--- config.mk ---
export PLATFORM = sky130hd
export DESIGN_NAME = dev_timer
export DESIGN_NICKNAME = d
export VERILOG_FILES = /design/src/rtl/dev_timer.sv
export SDC_FILE = /design/constraint.sdc
export NUM_CORES = 1
export LEC_CHECK = 0
export CAP_MARGIN = 20
export CORE_MARGIN = 1.5
export CORE_UTILIZATION = 40
export DETAILED_ROUTE_END_ITERATION = 10
export GPL_ROUTABILITY_DRIVEN = 1
export MAX_ROUTING_LAYER = met4
export PLACE_DENSITY_LB_ADDON = 0.05
export SLEW_MARGIN = 20
export SYNTH_ARGS = -nofsm -noshare
export SYNTH_HDL_FRONTEND = slang
export SYNTH_SLANG_ARGS = --single-unit
--- constraint.sdc ---
create_clock -name clk -period 6.56 [get_ports clk]
set_clock_uncertainty 0.1 [all_clocks]
set_input_delay 1.312 -clock clk [delete_from_list [all_inputs] [get_ports clk]]
set_output_delay 1.312 -clock clk [all_outputs]
set_load 0.005 [all_outputs]
--- src/rtl/dev_timer.sv ---
// dev_timer: memory-mapped down-counting timer on the Aquila device bus.
// Register map (byte offset, bits [7:0] of the address):
//   0x00 CTRL   bit0 EN, bit1 AUTO (reload on expiry), bit2 IE (irq enable)
//   0x04 LOAD   reload value; a write also copies the value into COUNT
//   0x08 COUNT  read-only current count
//   0x0C STATUS bit0 EXP, sticky, write-1-to-clear
//   0x10 PRESC  16-bit prescaler, only when DEV_TIMER_PRESCALE_EN is defined
// Define DEV_TIMER_PRESCALE_EN to add the PRESC register and the prescale
// counter that gates the COUNT decrement; without it 0x10 is unmapped.
module dev_timer #(
    parameter int C_M_AXI_ADDR_WIDTH = 32,
    parameter int C_M_AXI_DATA_WIDTH = 32,
    parameter int AXI_LATENCY        = 10
) (
    input  logic                            clk,
    input  logic                            rst_n,
    input  logic                            M_DEVICE_strobe,
    input  logic [C_M_AXI_ADDR_WIDTH-1:0]   M_DEVICE_addr,
    input  logic                            M_DEVICE_rw,
    input  logic [C_M_AXI_DATA_WIDTH/8-1:0] M_DEVICE_byte_enable,
    input  logic [C_M_AXI_DATA_WIDTH-1:0]   M_DEVICE_core2dev_data,
    output logic                            M_DEVICE_data_ready,
    output logic [C_M_AXI_DATA_WIDTH-1:0]   M_DEVICE_dev2core_data,
    output logic                            irq
);

    localparam int              DW       = C_M_AXI_DATA_WIDTH;
    localparam logic [7:0]      LAT      = 8'(AXI_LATENCY);
    localparam logic [7:0]      A_CTRL   = 8'h00;
    localparam logic [7:0]      A_LOAD   = 8'h04;
    localparam logic [7:0]      A_COUNT  = 8'h08;
    localparam logic [7:0]      A_STAT   = 8'h0C;
    localparam logic [DW-1:0]   ONE      = DW'(1);
    localparam logic [DW-1:0]   UNMAPPED = DW'(32'hdeadbeef);

    typedef enum logic [1:0] {IDLE, READ, WRITE, DONE} state_t;

    // Bus handshake state
    state_t        state_q;
    logic [7:0]    lat_q;
    logic [7:0]    addr_q;
    logic          wr_q;
    logic [DW-1:0] wdata_q;
    logic          ready_q;
    logic [DW-1:0] rdata_q;
    logic [DW-1:0] rd_mux;

    // Timer registers
    logic          en_q, en_d;
    logic          auto_q, auto_d;
    logic          ie_q, ie_d;
    logic [DW-1:0] load_q, load_d;
    logic [DW-1:0] count_q, count_d;
    logic          exp_q, exp_d;
    logic          irq_q, irq_d;

    // Register-write strobes and counting qualifiers
    logic commit;
    logic ctrl_wr;
    logic load_wr;
    logic stat_wr;
    logic psc_hit;
    logic tick;
    logic expire;

    // Address bits above [7:0] and byte enables do not take part in decode.
    logic unused_bus;
    assign unused_bus = ^{M_DEVICE_byte_enable, M_DEVICE_addr[C_M_AXI_ADDR_WIDTH-1:8]};

    // A write takes effect once, on the edge that leaves DONE.
    assign commit  = (state_q == DONE) && wr_q;
    assign ctrl_wr = commit && (addr_q == A_CTRL);
    assign load_wr = commit && (addr_q == A_LOAD);
    assign stat_wr = commit && (addr_q == A_STAT);

`ifdef DEV_TIMER_PRESCALE_EN
    localparam logic [7:0] A_PRESC = 8'h10;

    logic [15:0] presc_q, presc_d;
    logic [15:0] psc_q, psc_d;
    logic        presc_wr;

    assign presc_wr = commit && (addr_q == A_PRESC);
    assign psc_hit  = (psc_q == presc_q);

    // Prescale counter: restarts on LOAD writes and while disabled, wraps on a hit.
    always_comb begin
        presc_d = presc_wr ? wdata_q[15:0] : presc_q;
        psc_d   = psc_q + 16'd1;
        if (!en_q || load_wr || psc_hit) begin
            psc_d = '0;
        end
    end

    // Prescaler registers
    always_ff @(posedge clk) begin
        if (!rst_n) begin
            presc_q <= '0;
            psc_q   <= '0;
        end else begin
            presc_q <= presc_d;
            psc_q   <= psc_d;
        end
    end
`else
    assign psc_hit = 1'b1;
`endif

    // Read decode of the addressed register.
    always_comb begin
        rd_mux = UNMAPPED;
        case (addr_q)
            A_CTRL:  rd_mux = {{(DW-3){1'b0}}, ie_q, auto_q, en_q};
            A_LOAD:  rd_mux = load_q;
            A_COUNT: rd_mux = count_q;
            A_STAT:  rd_mux = {{(DW-1){1'b0}}, exp_q};
`ifdef DEV_TIMER_PRESCALE_EN
            A_PRESC: rd_mux = {{(DW-16){1'b0}}, presc_q};
`endif
            default: rd_mux = UNMAPPED;
        endcase
    end

    // Bus FSM: IDLE -> READ/WRITE for AXI_LATENCY+1 cycles -> DONE -> IDLE.
    always_ff @(posedge clk) begin
        if (!rst_n) begin
            state_q <= IDLE;
            lat_q   <= '0;
            addr_q  <= '0;
            wr_q    <= 1'b0;
            wdata_q <= '0;
            ready_q <= 1'b0;
            rdata_q <= '0;
        end else begin
            case (state_q)
                IDLE: begin
                    ready_q <= 1'b0;
                    lat_q   <= '0;
                    if (M_DEVICE_strobe) begin
                        addr_q  <= M_DEVICE_addr[7:0];
                        wr_q    <= M_DEVICE_rw;
                        wdata_q <= M_DEVICE_core2dev_data;
                        state_q <= M_DEVICE_rw ? WRITE : READ;
                    end
                end
                READ: begin
                    rdata_q <= rd_mux;
                    if (lat_q == LAT) begin
                        state_q <= DONE;
                    end else begin
                        lat_q <= lat_q + 8'd1;
                    end
                end
                WRITE: begin
                    if (lat_q == LAT) begin
                        state_q <= DONE;
                    end else begin
                        lat_q <= lat_q + 8'd1;
                    end
                end
                DONE: begin
                    lat_q   <= '0;
                    ready_q <= 1'b1;
                    state_q <= IDLE;
                end
                default: state_q <= IDLE;
            endcase
        end
    end

    // Timer next state: decrement/expiry first, then bus writes override.
    // A LOAD write beats a same-edge expiry; an expiry beats a same-edge W1C.
    always_comb begin
        tick    = en_q && (count_q != '0) && psc_hit;
        expire  = tick && (count_q == ONE) && !load_wr;
        en_d    = en_q;
        auto_d  = auto_q;
        ie_d    = ie_q;
        load_d  = load_q;
        count_d = count_q;
        exp_d   = exp_q;
        if (ctrl_wr) begin
            {ie_d, auto_d, en_d} = wdata_q[2:0];
        end
        if (tick) begin
            if (count_q == ONE) begin
                count_d = auto_q ? load_q : '0;
            end else begin
                count_d = count_q - ONE;
            end
        end
        if (load_wr) begin
            load_d  = wdata_q;
            count_d = wdata_q;
        end
        if (stat_wr && wdata_q[0]) begin
            exp_d = 1'b0;
        end
        if (expire) begin
            exp_d = 1'b1;
        end
        irq_d = exp_q && ie_q;
    end

    // Timer registers and the registered interrupt level.
    always_ff @(posedge clk) begin
        if (!rst_n) begin
            en_q    <= 1'b0;
            auto_q  <= 1'b0;
            ie_q    <= 1'b0;
            load_q  <= '0;
            count_q <= '0;
            exp_q   <= 1'b0;
            irq_q   <= 1'b0;
        end else begin
            en_q    <= en_d;
            auto_q  <= auto_d;
            ie_q    <= ie_d;
            load_q  <= load_d;
            count_q <= count_d;
            exp_q   <= exp_d;
            irq_q   <= irq_d;
        end
    end

    assign M_DEVICE_data_ready    = ready_q;
    assign M_DEVICE_dev2core_data = rdata_q;
    assign irq                    = irq_q;

endmodule

-- Yosys cells after proc, flatten, opt, wreduce, memory -nomap -nowiden
Cells that the tools add are included.
- bits in registers: 153
- input port bits: 72
- output and inout bits: 34
- word-level logic and storage cells: 61
- $add $sub $neg: 2
- equality and inequality tests: 11
- muxes and demuxes: 14
- reductions and logical operators: 20
- operators with widths (cell ; count):
    32-bit 2-to-1 mux ; 4
    32-bit one-hot mux with 4 select lines ; 1
    32-bit by 1-bit == test with 1-bit output, second input constant ; 1
    32-bit nonzero test ; 1
    32-bit by 1-bit subtractor with 32-bit output, second input constant ; 1
    8-bit by 4-bit == test with 1-bit output, second input constant ; 3
    8-bit one-hot mux with 2 select lines ; 1
    1-bit logical AND ; 9
    8-bit by 1-bit adder with 8-bit output, second input constant ; 1
    8-bit by 3-bit == test with 1-bit output, second input constant ; 1
    8-bit zero test ; 1
    8-bit 2-to-1 mux ; 1
    2-bit 2-to-1 mux ; 3
    2-bit one-hot mux with 3 select lines ; 1
    2-bit nonzero test ; 3
    2-bit == test, second input constant ; 2
    2-bit != test, second input constant ; 2
    2-bit AND reduction ; 2
    2-bit OR reduction ; 2
    2-bit by 1-bit == test with 1-bit output, second input constant ; 1
    2-bit zero test ; 1
    1-bit 2-to-1 mux ; 2
    2-bit by 1-bit != test with 1-bit output, second input constant ; 1
    1-bit one-hot mux with 2 select lines ; 1
    1-bit zero test ; 1

-- Longest topological paths before layout
Gate-level depths: netlist (run 1).
- depth in word-level cells: 6
- gate-level depth with buffers: 10
- mapped depth without buffers: 8

-- Worst setup path after synthesis (run 1)
Ideal clock, no wire load.
- path type: register to register
- start: reg count_q[0]
- end: reg count_q[13]
- library setup time: 126 ps
- arrival: 2367 ps
- required time: 6334 ps
- slack: 3967 ps
- stages on the path, launching flop included: 10
- path buffers: 1
- period minus slack after synthesis: 2593 ps
- cell sequence: dfxtp_1 > inv_1 > ha_1 > nor3b_1 > nand4_1 > o31ai_2 > nand2_1 > nand2_1 > buf_2 > o21ai_0
- word-level cells in the longest chain between the ends: 4
- elaborated cells between the ends (all ways): 8
- those cells by class: 1 x add/sub; 1 x eq/ne; 3 x mux; 3 x reduce/logical
- ends and longest elaborated chain (item ; RTL line ; RTL):
    start, declared ; 53 ; logic [DW-1:0] count_q, count_d;
    start signal, assigned ; 220 ; count_q <= count_d;
    32-bit by 1-bit subtractor with 32-bit output or 32-bit by 1-bit == test with 1-bit output (tied branches) ; 189, 186 ;
    32-bit 2-to-1 mux ; 186 ; if (count_q == ONE) begin
    32-bit 2-to-1 mux ; 185 ; if (tick) begin
    32-bit 2-to-1 mux ; 192 ; if (load_wr) begin
Several ways; a longest one is shown, not always the timed one. The select of a mux whose other input is x is not followed.
A chain may end at the register's enable or synchronous reset.

-- Worst setup path after layout (run 1)
- start: reg count_q[0]
- end: reg count_q[10]
Same word-level chain as after synthesis.

==> results.md, run 1 <==
Run status:
- The flow ran to the end, and the final reports show no timing, DRC or antenna violations.

Hold path:
- The worst hold path begins at wdata_q[10].
- The kind of path behind the tightest hold check is reg2reg.
- The hold path depth is 2.
- The endpoint with the worst hold slack is wdata_q[10].

Pwr:
- The switching power summed over all nets is 772 µW.
- In this run, the clock network consumes 38.9% of the power.
- The proportion of power drawn by combinational gates is 19.6%.
- Net switching is 29.4% of the power.
- The internal power of the cells totals 1850 µW.
- The total power density per cell area is 307 nW/µm².
- Of the total power, registers draw 41.5%.
- The peak ir drop on the vdd network is 0.210 mV.
- The analysis attributes to cell leakage a power of 0.00319 µW.

STA:
- The tightest slew margin relative to the limit is 31.8%.
- The final count of hold timing violations is 0.
- The final setup violation count is 0.
- The number of max-slew violations in the final report is 0.
- The setup TNS is 0 ns.
- The fmax is 246 MHz.
- The final period demand of the worst path is 4.07 ns.
- Setup repair after global routing left no endpoint under its margin.
- The slew at the pin closest to its max-slew limit is 1.02 ns.
- In the finished design, the share of the clock period the worst path needs comes to 62.0%.

CTS:
- The count of instances resized after the clock tree is built is 0.
- The CTS tree is done.
- The later pin in the worst-skew pair is clocked with a latency of 0.43 ns.
- The sink count of the clock tree is 153.
- Buffers inserted during clock tree synthesis total 17.
- The buffer levels on the longest clock path is 2.
- The number of hold buffers added after CTS was 0.
- Clock tree synthesis selected as its root buffer the cell clkbuf_16.
- The total setup buffers inserted after CTS is 0.
- The H-tree was split into 4 levels.
- The clock-pin slew on the worst setup and hold paths is 0.06 ns.

Synthesis:
- Synthesis handed over a netlist of 895 instances.
- Synthesis inferred 153 register bits.
- The summed instance area of the synthesized netlist is 7010 µm².
- The leading register cell type out of synthesis is dfxtp_1.
- The number of enable-type register cells in the synthesized netlist is 0.
- Synthesis instantiated 64 different standard cells from the library.
- The post-synthesis net count is 975.
- The post-synthesis async set-or-reset flop share is 0%.
- The sequential element share of the synthesized area is 43.7%.
- The number of warnings issued by yosys is 0.
- A synthesized cell averages 7.83 µm².

Drt:
- The number of design rule violations left after detail routing is 0.
- The count of nets left with antenna violations after detail routing is 0.
- The total number of vias is 6821.
- The first TritonRoute pass finished after 5 iterations.
- The number of violations reported at the end of detailed-routing iteration 0 is 535.
- Using the TritonRoute via totals, the vias-per-cell ratio works out to 5.80.
- The wire length reported by the detailed router is 22.5 mm.
- The routed length per placed instance is 19.1 µm.

Floorplan:
- The full die area is 18300 µm².
- The die is 135 µm wide.
- The floorplan has 48 rows.
- The floorplan core area is 17200 µm².
- In this run the vertical extent of the chip is 135 µm.
- Pin placement for this block handled 106 I/O pins.
- Once the floorplan was initialized, standard cells occupied 40.7% of the core.

Cells and area:
- The final layout contains 1019 nets.
- After routing the design area is 8540 µm².
- The layout filler cell count is 1706.
- The number of antenna diodes in the final layout is 0.
- From synthesis to final layout, the design area changed by 21.9%.
- In the final layout, the share of cells above drive strength 1 is 6.83%.

Global route:
- Entering global routing, the biggest net connects 89 pins.
- The first global-routing pass estimated 35.6 mm of wire.
- Global routing used 26.0% of the available tracks across all layers.
- The via count of the first global-routing pass is 6433.
- Summed over all layers, the global routing overflow is 0.
- The number of antenna violations at the first check in global routing is 0.

Placement:
- The last weighted congestion value of the routability-driven placer is 0.930.
- The HPWL after detailed placement is 15.2 mm.
- Once placement finished, the instance area stood at 7930 µm².
- The count of input and output buffers is 77.

Critical path:
- For the worst setup path, the data required time is 6.74 ns.
- The reg-to-reg startpoint is count_q[0].
- In this run the worst path has a maximum fanout of 15.
- The critical path in this run is classified as reg2reg.
- STA classifies the critical path startpoint as a register.
- The minimum setup slack among reg-to-reg paths is 2.49 ns.
- The element type at the critical path end is a register.
- The worst register-to-register path has a depth of 9.
- The arrival time at the worst endpoint is 4.24 ns.
- The critical register-to-register path endpoint is count_q[10].

Job:
- The number of violations of the max-capacitance limit is 0.
-- critical path, stage by stage (launching register included) --
cell,delay (ns)
dfxtp_1,0.36
inv_1,0.12
ha_1,0.21
nor3b_1,0.73
nand4_1,0.60
o31ai_2,0.36
buf_4,0.31
nand2_1,0.26
nand2_1,0.66
o21ai_0,0.21
-- routing by layer --
layer	global-route usage, %	share of wire, %	vias up
li1	-	-	3278
met1	36.4	47	3258
met2	37.6	44	250
met3	5.13	7.3	35
met4	7.95	1.7	0
met5	-	0	-
-- power by group through the flow --
stage               clock network, µW  registers [µW]  logic (µW)
floorplan                           0            1100         292
global placement                    0            1110         506
detailed placement                  0            1110         516
CTS                              1030            1090         518
global route                     1070            1100         575
finish                           1020            1090         515
-- registers in the layout, indices dropped and copies added (netlist names), 2 cells and up --
register                flops
M_DEVICE_dev2core_data     32
count_q                    32
load_q                     32
wdata_q                    32
addr_q                      8
lat_q                       8
state_q                     2
-- per-stage QoR --
step | total power (µW) | utilization (%) | hold slack [ns] | std cells | setup slack, ns
3_3_place_gp | 1610 | 45.9 | 0.345 | 1145 | 2.70
2_1_floorplan | 1390 | - | 0.336 | 895 | 3.97
5_1_grt | 2750 | 49.6 | 0.375 | 1177 | 2.30
6_report | 2630 | 49.6 | 0.357 | 1177 | 2.49
4_1_cts | 2640 | 49.5 | 0.356 | 1177 | 2.60
3_5_place_dp | 1630 | 46.0 | 0.347 | 1145 | 2.59
-- synthesized netlist by cell type (2+ instances only) --
| cell type | count | area share [%] |
|---|---|---|
| nand4_1 | 6 | 0.54 |
| o211ai_1 | 9 | 0.96 |
| a21boi_0 | 2 | 0.21 |
| inv_1 | 15 | 0.80 |
| o311ai_0 | 3 | 0.38 |
| dfxtp_1 | 153 | 44 |
| a22oi_1 | 9 | 0.96 |
| a211oi_1 | 4 | 0.43 |
| and2_1 | 11 | 0.98 |
| o22ai_1 | 17 | 1.5 |
| nor3b_1 | 6 | 0.64 |
| a32o_1 | 5 | 0.71 |
| nand3b_1 | 3 | 0.32 |
| a221oi_1 | 24 | 3.0 |
| xnor2_1 | 5 | 0.62 |
| nand2_1 | 190 | 10 |
| a311oi_1 | 3 | 0.38 |
| and3_1 | 12 | 1.1 |
| or4_1 | 5 | 0.54 |
| a31oi_1 | 8 | 0.71 |
| clkbuf_1 | 54 | 2.9 |
| ha_1 | 8 | 1.4 |
| o21a_1 | 2 | 0.21 |
| nor3_1 | 13 | 0.93 |
| xor2_1 | 4 | 0.50 |
| or3_1 | 5 | 0.45 |
| nor2_1 | 62 | 3.3 |
| buf_1 | 4 | 0.21 |
| o31ai_2 | 3 | 0.54 |
| a21oi_1 | 112 | 8.0 |
| o21ai_0 | 53 | 3.8 |
| nor2b_1 | 2 | 0.18 |
| o31a_1 | 4 | 0.50 |
| nor4_1 | 8 | 0.71 |
| a22o_1 | 2 | 0.25 |
| buf_2 | 7 | 0.50 |
| nand2b_1 | 3 | 0.27 |
| nand3_1 | 23 | 1.6 |
| o31ai_1 | 7 | 0.75 |
| mux2i_1 | 5 | 0.71 |
-- cell usage in the layout, fill, tap and decap left out, drive strengths merged, types with 12 or more instances in the layout --
cell type,n
nor2,62
clkdlybuf4s50,77
nand3,23
dfxtp,153
inv,18
nor3,14
o21ai,53
a21oi,112
nand2,190
a221oi,24
clkbuf,18
o22ai,17
buf,14
and3,12
-- worst max path at each step --
stage | start | to | slack (ns) | cells after the start
final | count_q[0] | count_q[10] | 2.49 | 9
after detailed placement | count_q[0] | count_q[10] | 2.59 | 9
after global routing | count_q[0] | count_q[28] | 2.30 | 9
after global placement | count_q[0] | count_q[10] | 2.70 | 9
after floorplan | count_q[0] | count_q[13] | 3.97 | 9
after CTS | count_q[0] | count_q[10] | 2.60 | 9
-- kinds of logic after synthesis --
group | share of synthesized area (%)
buf+inv | 4.62
xor+xnor | 1.12
simple gates | 23.3
flops | 43.7
mux | 1.20
compound gates | 24.6
fa+ha+maj | 1.43
-- area by class of cell --
type	instances	area (µm²)	area share (%)
clock buffer	18	439	5.14
sequential	153	3060	35.8
multi-input combinational	660	3650	42.8
tap	225	282	3.29
timing repair buffer	91	876	10.3
clock inverter	14	171	2.01
inverter	16	60.1	0.703
(Power assumes the default switching activity.)
==> run 2: changes to the inputs <==
- clock period: 6.56 -> 3.31 ns (I/O delays scaled with it)
==> run 2 against run 1 <==
Net effect: hold slack got worse by 0.0031 ns; clock-buffer cell count increased by 2; highest routed layer unchanged; global-route usage increased by 0.85 points; first-iteration DRC count decreased by 3.6%; die area unchanged.
==> results.md, run 2 (same netlist as run 1, synthesis figures left out) <==
Run status:
- The flow ran to the end, and the final reports show no timing, DRC or antenna violations.

Placement:
- The number of placed instances with taps included is 1173.
- Timing analysis after detailed placement gives a worst setup slack of 0.506 ns.
- The count of input and output buffers is 77.
- The wire-length estimate of the detail-placed layout is 16.1 mm.
- Summing all placed instances gives a cell area of 8120 µm².
- The last weighted congestion value of the routability-driven placer is 0.944.

Critical path:
- The endpoint identified for the worst register-to-register timing path is count_q[27].
- The signal on the critical path passes through nor4_1 -> nand3_1 -> buf_4 -> nor3_2 -> buf_4 -> and3_1 -> buf_4 -> a21oi_1 -> o22ai_1.
- The slowest cell on the critical path is nor4_1.
- The data required time at the worst endpoint is 3.55 ns.
- The most numerous cell type found on the critical path is buf_4.
- STA puts the critical path data arrival time at 3.08 ns.
- The reg-to-reg startpoint is count_q[24].
- The biggest cell delay along the critical path is 0.48 ns.
- The depth of the most critical reg-to-reg path is 9.
- The worst setup path is captured at a register.
- The minimum setup slack among reg-to-reg paths is 0.46 ns.
- The top fanout value on the critical path is 15.
- By startpoint and endpoint, the worst setup path is classified as reg2reg.
- The sort of element at the start of the critical path is a register.

Drt:
- The number of design rule violations left after detail routing is 0.
- The detailed router placed 6984 vias in this run.
- The count of nets left with antenna violations after detail routing is 0.
- In the routed layout, each cell is associated on average with a via count of 5.80.
- Before antenna repair, the detailed router went through 5 iterations.
- The routed design has 23.2 mm of wire.
- The routed length per placed instance is 19.3 µm.
- The number of violations reported at the end of detailed-routing iteration 0 is 516.

Global route:
- Global routing used 26.8% of the available tracks across all layers.
- The first global-routing pass estimated 36.4 mm of wire.
- The aggregate global routing overflow is 0.
- The via count of the first global-routing pass is 6597.
- The largest net degree at the start of global routing is 42.
- The number of antenna violations at the first check in global routing came to 0.

Cells and area:
- The area growth from synthesis to layout is 24.8%.
- The ratio of cells with drive above 1 in the final layout is 9.18%.
- The most common cell after layout, fill and taps aside is nand2_1.
- Once layout is done, the placed cells without fillers occupy 8740 µm².
- In the layout the commonest cells are nand2_1 (190), dfxtp_1 (153), a21oi_1 (112), clkdlybuf4s50_1 (77), nor2_1 (61).
- The count of antenna diodes in the layout is 0.
- After the flow finishes, the layout carries non-filler instances totaling 1205.
- The number of nets at the end of the flow is 1047.

CTS:
- At the later pin of the worst-skew pair, clock insertion delay measures 0.43 ns.
- The total setup buffers inserted after CTS is 0.
- No sink is reached through more buffers than the 2 on the longest clock path.
- The CTS tree is done.
- The tree built by TritonCTS fans out to 153 sinks.
- The count of instances resized after the clock tree is built is 0.
- Clock-pin slew was measured on the worst setup and hold paths at 0.06 ns.
- The H-tree was split into 4 levels.
- The cell sitting at the root of the clock tree is a clkbuf_16.
- The number of CTS-inserted buffers is 17.
- After clock tree synthesis, the flow added hold-fix buffers numbering 0.

STA:
- The slew at the pin closest to its max-slew limit is 0.767 ns.
- The final setup violation count is 0.
- The final count of hold timing violations is 0.
- Setup repair after global routing left no endpoint under its margin.
- The routed design could run at a clock period as short as 2.85 ns.
- The worst path uses 86.0% of the clock period.
- The fmax is 351 MHz.
- After layout, the worst setup slack is 0.465 ns.
- The tightest slew margin relative to the limit is 48.4%.
- The number of max-slew violations in the final report came to 0.
- The setup TNS is 0 ns.

Pwr:
- The part of the total power dissipated in sequential elements is 41.1%.
- The clock network power share is 39.2%.
- For this design the static power due to leakage is 0.00334 µW.
- The total power density per cell area is 601 nW/µm².
- The internal power contribution is 3760 µW.
- The share of total power dissipated in combinational logic is 19.7%.
- Summed over all nets, the switching power comes to 1500 µW.
- The overall power is 5260 µW.
- Net switching is 28.5% of the power.
- The worst-case IR drop observed on VDD is 0.491 mV.

Hold path:
- The worst hold path was traced through 2 stages.
- The min-delay analysis places its worst path in the category reg2reg.
- The endpoint with the worst hold slack is addr_q[0].
- In this run the most critical hold path is launched from addr_q[0].

Floorplan:
- The floorplan step set the die height to 135 µm.
- The full die area is 18300 µm².
- The core region is 17200 µm².
- The total I/O pin count is 106.
- The placement row count is 48.
- Once the floorplan was initialized, standard cells occupied 40.7% of the core.
- The floorplan die width is 135 µm.

Job:
- The number of violations of the max-capacitance limit is 0.
-- run 2: cell count changes in the layout (fill, tap and decap cells not counted), sizes merged --
cell | before | now
inv | 18 | 17
clkinvlp | 3 | 2
bufinv | 3 | 4
clkbuf | 18 | 20
clkinv | 6 | 5
buf | 14 | 42
-- run 2: layout make-up --
class / instances / area [µm²]
Timing Repair Buffer: 119 / 1090
Clock buffer: 20 / 447
Sequential cell: 153 / 3060
Fill cell: 1702 / 8490
Clock inverter: 12 / 173
Multi-Input combinational cell: 660 / 3630
Inverter: 16 / 60.1
Tap cell: 225 / 282
-- run 2: critical path, delay by kind of cell, from the launching register on --
family,cells,cell delay [ns]
AO/OA/AOI/OAI,2,0.26
buffers and inverters,3,0.76
flip-flops,1,0.37
AND/OR/NAND/NOR,4,1.26
-- run 2: metrics by stage --
step                      hold WS [ns]  util, %
final                            0.354     50.7
after floorplan                  0.336        -
after global routing             0.379     50.7
after global placement           0.345     47.1
after CTS                        0.358     50.7
after detailed placement         0.349     47.1
-- run 2: worst max path at each step --
stage / from / to / slack, ns / cells past startpoint
finish: count_q[24] / count_q[27] / 0.46 / 9
CTS: count_q[24] / count_q[5] / 0.49 / 9
global route: count_q[24] / count_q[21] / 0.20 / 9
floorplan: count_q[0] / count_q[13] / 0.72 / 9
detailed placement: count_q[24] / count_q[5] / 0.51 / 9
global placement: count_q[24] / count_q[29] / 0.52 / 8
-- run 2: layer usage --
layer  GRT usage, %  routed length (µm)  up-vias
met3           6.73                1730       40
met4           9.26                 470        0
met1           36.3               10900     3329
li1               -                   -     3343
met2           38.8               10100      272
met5              -                   0        -
-- run 2: power by group through the flow --
stage          logic (µW)  clock network [µW]  registers (µW)
2_1_floorplan         578                   0            2170
3_3_place_gp         1020                   0            2190
3_5_place_dp         1040                   0            2200
4_1_cts              1040                2090            2160
5_1_grt              1150                2170            2180
6_report             1040                2060            2160
==> run 3: changes to the inputs <==
- SLEW_MARGIN: 20 -> not set
==> results of run 3 <==
No change in the layout: final DEF, timing and power equal those of run 2.
